File: config.mk
export PLATFORM = sky130hd
export DESIGN_NAME = vga_sync_gen
export DESIGN_NICKNAME = d
export VERILOG_FILES = /design/src/rtl/vga_timing_pkg.sv /design/src/rtl/vga_axis_counter.sv /design/src/rtl/vga_sync_gen.sv
export SDC_FILE = /design/constraint.sdc
export NUM_CORES = 1
export LEC_CHECK = 0
export ABC_AREA = 1
export CAP_MARGIN = 20
export CORE_AREA = 10 10 71 73
export CTS_CLUSTER_DIAMETER = 200
export DETAILED_ROUTE_END_ITERATION = 6
export DIE_AREA = 0 0 81 83
export PLACE_DENSITY = 0.64
export SLEW_MARGIN = 5
export SYNTH_ARGS = -nofsm -noshare
export SYNTH_HDL_FRONTEND = slang
export SYNTH_SLANG_ARGS = --single-unit
File: constraint.sdc
create_clock -name clk -period 4.3 [get_ports clk]
set_clock_uncertainty 0.05 [all_clocks]
set_input_delay 0.645 -clock clk [delete_from_list [all_inputs] [get_ports clk]]
set_output_delay 0.645 -clock clk [all_outputs]
set_load 0.01 [all_outputs]
File: src/rtl/vga_timing_pkg.sv
// Default 640x480@60 VGA timing constants and the coordinate type shared by
// the raster generator and its axis counters.
package vga_timing_pkg;

    localparam int unsigned COORD_W     = 10;
    localparam int unsigned COORD_LIMIT = 1 << COORD_W;

    localparam int unsigned DEF_H_VISIBLE = 640;
    localparam int unsigned DEF_H_FP      = 16;
    localparam int unsigned DEF_H_SYNC    = 96;
    localparam int unsigned DEF_H_BP      = 48;
    localparam int unsigned DEF_V_VISIBLE = 480;
    localparam int unsigned DEF_V_FP      = 10;
    localparam int unsigned DEF_V_SYNC    = 2;
    localparam int unsigned DEF_V_BP      = 33;

    localparam int unsigned DEF_H_TOTAL = DEF_H_VISIBLE + DEF_H_FP + DEF_H_SYNC + DEF_H_BP;
    localparam int unsigned DEF_V_TOTAL = DEF_V_VISIBLE + DEF_V_FP + DEF_V_SYNC + DEF_V_BP;

    typedef logic [COORD_W-1:0] coord_t;

endpackage

File: src/rtl/vga_axis_counter.sv
// One raster axis: a wrapping 0..TOTAL-1 counter plus sync-window and visible
// flags decoded from the count it will hold after this edge.
module vga_axis_counter
    import vga_timing_pkg::*;
#(
    parameter int unsigned TOTAL      = DEF_H_TOTAL,
    parameter int unsigned VISIBLE    = DEF_H_VISIBLE,
    parameter int unsigned SYNC_START = DEF_H_VISIBLE + DEF_H_FP,
    parameter int unsigned SYNC_END   = DEF_H_VISIBLE + DEF_H_FP + DEF_H_SYNC
) (
    input  logic   clk,
    input  logic   rst_n,
    input  logic   step_i,
    output coord_t cnt_next_o,
    output coord_t cnt_o,
    output logic   wrap_o,
    output logic   in_sync_o,
    output logic   visible_o
);

    // One extra bit so a window edge equal to 2**COORD_W still compares correctly.
    localparam logic [COORD_W:0] SYNC_LO = (COORD_W+1)'(SYNC_START);
    localparam logic [COORD_W:0] SYNC_HI = (COORD_W+1)'(SYNC_END);
    localparam logic [COORD_W:0] VIS_HI  = (COORD_W+1)'(VISIBLE);
    localparam coord_t           LAST    = COORD_W'(TOTAL - 1);

    coord_t           cnt_q;
    coord_t           cnt_d;
    logic [COORD_W:0] cnt_ext;

    assign wrap_o = (cnt_q == LAST);

    // NOTE: default assignment first so every path writes cnt_d and no latch is inferred.
    always_comb begin
        cnt_d = cnt_q;
        if (step_i) begin
            cnt_d = wrap_o ? '0 : cnt_q + COORD_W'(1);
        end
    end

    // NOTE: sequential state uses non-blocking assignment so all flops update together.
    always_ff @(posedge clk) begin
        if (!rst_n) begin
            cnt_q <= LAST;
        end else begin
            cnt_q <= cnt_d;
        end
    end

    assign cnt_ext    = {1'b0, cnt_d};
    assign cnt_next_o = cnt_d;
    assign cnt_o      = cnt_q;
    assign in_sync_o  = (cnt_ext >= SYNC_LO) && (cnt_ext < SYNC_HI);
    assign visible_o  = (cnt_ext < VIS_HI);

endmodule

File: src/rtl/vga_sync_gen.sv
// VGA raster timing generator: pixel-tick driven x/y counters with registered
// sync, blanking and line/frame start pulses aligned to the coordinates.
module vga_sync_gen
    import vga_timing_pkg::*;
#(
    parameter int unsigned H_VISIBLE   = DEF_H_VISIBLE,
    parameter int unsigned H_FP        = DEF_H_FP,
    parameter int unsigned H_SYNC      = DEF_H_SYNC,
    parameter int unsigned H_BP        = DEF_H_BP,
    parameter int unsigned V_VISIBLE   = DEF_V_VISIBLE,
    parameter int unsigned V_FP        = DEF_V_FP,
    parameter int unsigned V_SYNC      = DEF_V_SYNC,
    parameter int unsigned V_BP        = DEF_V_BP,
    parameter logic        SYNC_ACTIVE = 1'b0
) (
    input  logic   clk,
    input  logic   rst_n,
    input  logic   pix_en,
    output logic   hsync,
    output logic   vsync,
    output logic   video_on,
    output coord_t pixel_x,
    output coord_t pixel_y,
    output logic   line_start,
    output logic   frame_start
);

    localparam int unsigned H_TOTAL = H_VISIBLE + H_FP + H_SYNC + H_BP;
    localparam int unsigned V_TOTAL = V_VISIBLE + V_FP + V_SYNC + V_BP;

    if (H_TOTAL > COORD_LIMIT || V_TOTAL > COORD_LIMIT) begin : g_bad_timing
        $error("vga_sync_gen: line or frame total exceeds the coordinate range");
    end

    coord_t h_next, v_next;
    logic   h_wrap, v_wrap_unused;
    logic   h_sync_win, v_sync_win, h_vis, v_vis;

    vga_axis_counter #(
        .TOTAL      (H_TOTAL),
        .VISIBLE    (H_VISIBLE),
        .SYNC_START (H_VISIBLE + H_FP),
        .SYNC_END   (H_VISIBLE + H_FP + H_SYNC)
    ) u_h_axis (
        .clk        (clk),
        .rst_n      (rst_n),
        .step_i     (pix_en),
        .cnt_next_o (h_next),
        .cnt_o      (pixel_x),
        .wrap_o     (h_wrap),
        .in_sync_o  (h_sync_win),
        .visible_o  (h_vis)
    );

    vga_axis_counter #(
        .TOTAL      (V_TOTAL),
        .VISIBLE    (V_VISIBLE),
        .SYNC_START (V_VISIBLE + V_FP),
        .SYNC_END   (V_VISIBLE + V_FP + V_SYNC)
    ) u_v_axis (
        .clk        (clk),
        .rst_n      (rst_n),
        .step_i     (pix_en && h_wrap),
        .cnt_next_o (v_next),
        .cnt_o      (pixel_y),
        .wrap_o     (v_wrap_unused),
        .in_sync_o  (v_sync_win),
        .visible_o  (v_vis)
    );

    logic hsync_q, hsync_d;
    logic vsync_q, vsync_d;
    logic video_on_q, video_on_d;
    logic line_start_q, line_start_d;
    logic frame_start_q, frame_start_d;

    // Levels hold between ticks; the start pulses last only for the tick's clk.
    always_comb begin
        hsync_d       = hsync_q;
        vsync_d       = vsync_q;
        video_on_d    = video_on_q;
        line_start_d  = 1'b0;
        frame_start_d = 1'b0;
        if (pix_en) begin
            hsync_d       = h_sync_win ? SYNC_ACTIVE : ~SYNC_ACTIVE;
            vsync_d       = v_sync_win ? SYNC_ACTIVE : ~SYNC_ACTIVE;
            video_on_d    = h_vis && v_vis;
            line_start_d  = (h_next == '0);
            frame_start_d = (h_next == '0) && (v_next == '0);
        end
    end

    always_ff @(posedge clk) begin
        if (!rst_n) begin
            hsync_q       <= ~SYNC_ACTIVE;
            vsync_q       <= ~SYNC_ACTIVE;
            video_on_q    <= 1'b0;
            line_start_q  <= 1'b0;
            frame_start_q <= 1'b0;
        end else begin
            hsync_q       <= hsync_d;
            vsync_q       <= vsync_d;
            video_on_q    <= video_on_d;
            line_start_q  <= line_start_d;
            frame_start_q <= frame_start_d;
        end
    end

    assign hsync       = hsync_q;
    assign vsync       = vsync_q;
    assign video_on    = video_on_q;
    assign line_start  = line_start_q;
    assign frame_start = frame_start_q;

endmodule

==> run metrics <==
Int Pwr 0.5047 mW; Ports 28; # hold bufs at CTS 0; Die Area 6723 sq um; total power 0.8789 mW; LEAKAGE 0.8920 nW; GPL Wtd Cong 0.8331; routed len/inst 12.30 um; Yosys warnings 0; critical path peak fanout 15; sequential-to-total area share from yosys stat 32.21%; unrepaired setup endpoints after global routing no; worst slew pin tran 0.4866 ns; final setup margin 1.693 ns; Crit. path cell count 12; Post-Syn Nets 253; Setup CP Type in2reg; min-delay src vsync$_SDFFE_PN1P_; CP peak stage delay 0.67 ns; final setup violation count 0; TritonRoute pass-1 iters 4; minimum clock period 2.607 ns; Post-Layout Cell Count 321; Starting Density 42.77%; Sequential Power Share 36.8%; WP buf/inv 3; first-pass GRT wire length 6617 um; clock share of power 15.7%; ANT nets after route 0; die extent in x 81 um; final setup TNS 0 ns; ant diodes 0; PostCTS Resize Cnt 0; pwr/cell area 464.3 nW/um^2; Hold WC Path Type reg2reg; pre-CTS setup slack 1.443 ns; worst skew pair latency 0.27 ns; most frequent cell after synthesis nand2_1; crit start category input port; number of enable flip-flop cells after synthesis 0; DR DRC count 0; Synth Area in XOR/XNOR 1.691%; drt total wl 3948 um; routed vias 1523; maximum clock frequency 383.6 MHz; total track usage 11.94%; Clock Sinks 25; reg2reg path depth 12; area share of fa/ha/maj cells after synthesis 2.415%; top cells by area, synth dfxtp_1, nand2_1, nor2_1; CTS clk-pin slew, worst paths 0.08 ns; mapped cell area 1554 sq um; combinational share of power 47.4%; Core Rows 22; post-CTS setup buffers 0; Worst path slowest cell clkdlybuf4s50_1; HPWL after DPL 3059 um; worst-path cell chain clkdlybuf4s50_1 -> inv_2 -> nor2_2 -> nand3_2 -> nor2_4 -> inv_2 -> o21ai_1 -> nand2_1 -> nor2_1 -> nand3_1 -> o21ai_1 -> nand2_1; flop-to-flop setup slack 2.17 ns; First DRT Iteration DRCs 102; Critical Path AT 2.72 ns; root buf cell clkbuf_8; initial antenna violation count 0; mean area per synthesized cell 6.291 sq um; Cells after DPL 317; CP top delay family buffers and inverters; Compound-Gate Fraction of Synth Area 7.005%; DIE HEIGHT 83 um; reg-to-reg startpoint u_h_axis.cnt_o[0]$_SDFF_PN1_; layout cells sized above 1 9.524%; clk buf depth 2; Required @ worst endpoint 4.42 ns; Max rail drop VDD 239.3 uV; largest net degree at the start of global routing 16; most instantiated cells after synthesis nand2_1, nor2_1, inv_1; hold path cells 2; CTS buffer count 3; Final Hold Vio Count 0; Net Sw Frac 42.58%; multiplexer share of the synthesized area 0%; Area Growth Syn to Fin 21.82%; Crit Reg-Reg Endpoint vsync$_SDFFE_PN1P_; DR vias/cell 4.745; Hold Crit Endpoint vsync$_SDFFE_PN1P_; critical path capture point type flop; WHS 0.4322 ns; I/O Buffers 27; Max-Cap Viols 0; GRT Residual Overflow 0; simple-gate share of the synthesized area 45.09%; core area 3633 sq um; Top FF cell, synth dfxtp_1; post-synthesis register bit count 25; asr flop ratio synth 0%; library cells used by synthesis 30; outcome complete, no violations; period utilisation layout 60.62%; Synth top area share 32.21%; Slew HR 67.52%; CTS tree yes; combinational family with the most area after synthesis simple AND/OR/NAND/NOR gates; H-tree depth 1; post-synthesis cell count 247; final net count 280; Yosys top cell by area dfxtp_1; vias in the first global route 1379; Switch Pwr 0.3742 mW; Slew Viols, Final 0
==> per-stage QoR <==
stage               util, %  area (sq um)
floorplan                 -          1554
global route          52.10          1893
detailed placement    50.83          1847
global placement      50.83          1847
CTS                   52.10          1893
finish                52.10          1893
==> worst register-to-register path, delay by kind of cell, from the launching register on <==
family                   cells  cell delay, ns
flip-flops                   1            0.43
adder cells (fa/ha/maj)      1            0.25
AND/OR/NAND/NOR              7            0.81
AO/OA/AOI/OAI                2            0.26
buffers and inverters        2            0.22
==> placed cells by master, fill, tap and decap left out <==
master / n
nand2_1: 66
nor2_1: 41
inv_1: 29
clkdlybuf4s50_1: 27
dfxtp_1: 25
nand3_1: 22
inv_2: 6
o21ai_0: 6
nand4_1: 6
a21oi_1: 5
nand2_2: 4
nand3_2: 3
nor2_2: 3
clkinv_1: 3
nand3b_1: 3
o21ai_1: 3
xor2_1: 3
ha_1: 3
clkbuf_8: 3
nor3_2: 2
nor2_4: 1
a21o_1: 1
o31ai_1: 1
nand4_2: 1
a21boi_1: 1
o21bai_1: 1
a21oi_2: 1
nor3_1: 1
or2_2: 1
clkinv_2: 1
==> worst max-delay path by stage <==
| stage | start | to | slack (ns) |
|---|---|---|---|
| 2_1_floorplan | pix_en | vsync$_SDFFE_PN1P_ | 2.40 |
| 3_3_place_gp | pix_en | vsync$_SDFFE_PN1P_ | 1.50 |
| 3_5_place_dp | pix_en | vsync$_SDFFE_PN1P_ | 1.44 |
| 4_1_cts | pix_en | vsync$_SDFFE_PN1P_ | 1.73 |
| 5_1_grt | pix_en | vsync$_SDFFE_PN1P_ | 1.48 |
| 6_report | pix_en | vsync$_SDFFE_PN1P_ | 1.69 |
==> power by group through the flow <==
stage          Clock, mW  Combinational [mW]  Sequential (mW)
5_1_grt            0.154               0.469            0.333
3_5_place_dp           0               0.416            0.329
6_report           0.138               0.417            0.324
4_1_cts            0.146               0.419            0.324
2_1_floorplan          0               0.272            0.335
3_3_place_gp           0               0.417            0.330
==> cell families after synthesis <==
kind of cell    Yosys count
flops                    25
fa+ha+maj                 3
compound gates           19
buf+inv                  43
xor+xnor                  3
simple gates            154
==> registers in the layout, summed over array words and instances (netlist names) <==
signal,cells
hsync,1
video_on,1
u_h_axis.cnt_o,10
u_v_axis.cnt_o,10
vsync,1
frame_start,1
line_start,1
==> final cells by class <==
type                            count  area [sq um]
Tap cell                           48         60.06
Fill cell                         396          1740
Inverter                           38         142.6
Multi-Input combinational cell    179         873.3
Timing Repair Buffer               27         270.3
Clock buffer                        3         41.29
Clock inverter                      1         5.005
Sequential cell                    25         500.5
==> metal layers <==
layer  track usage (%)  vias up  share of wire, %
li1                  -      825                 -
met1             16.54      665                50
met2             17.00       29                42
met3             3.233        4               6.8
met4             4.225        0               1.3
met5                 0        -                 0
No activity file was read; power rests on OpenSTA's default activity.
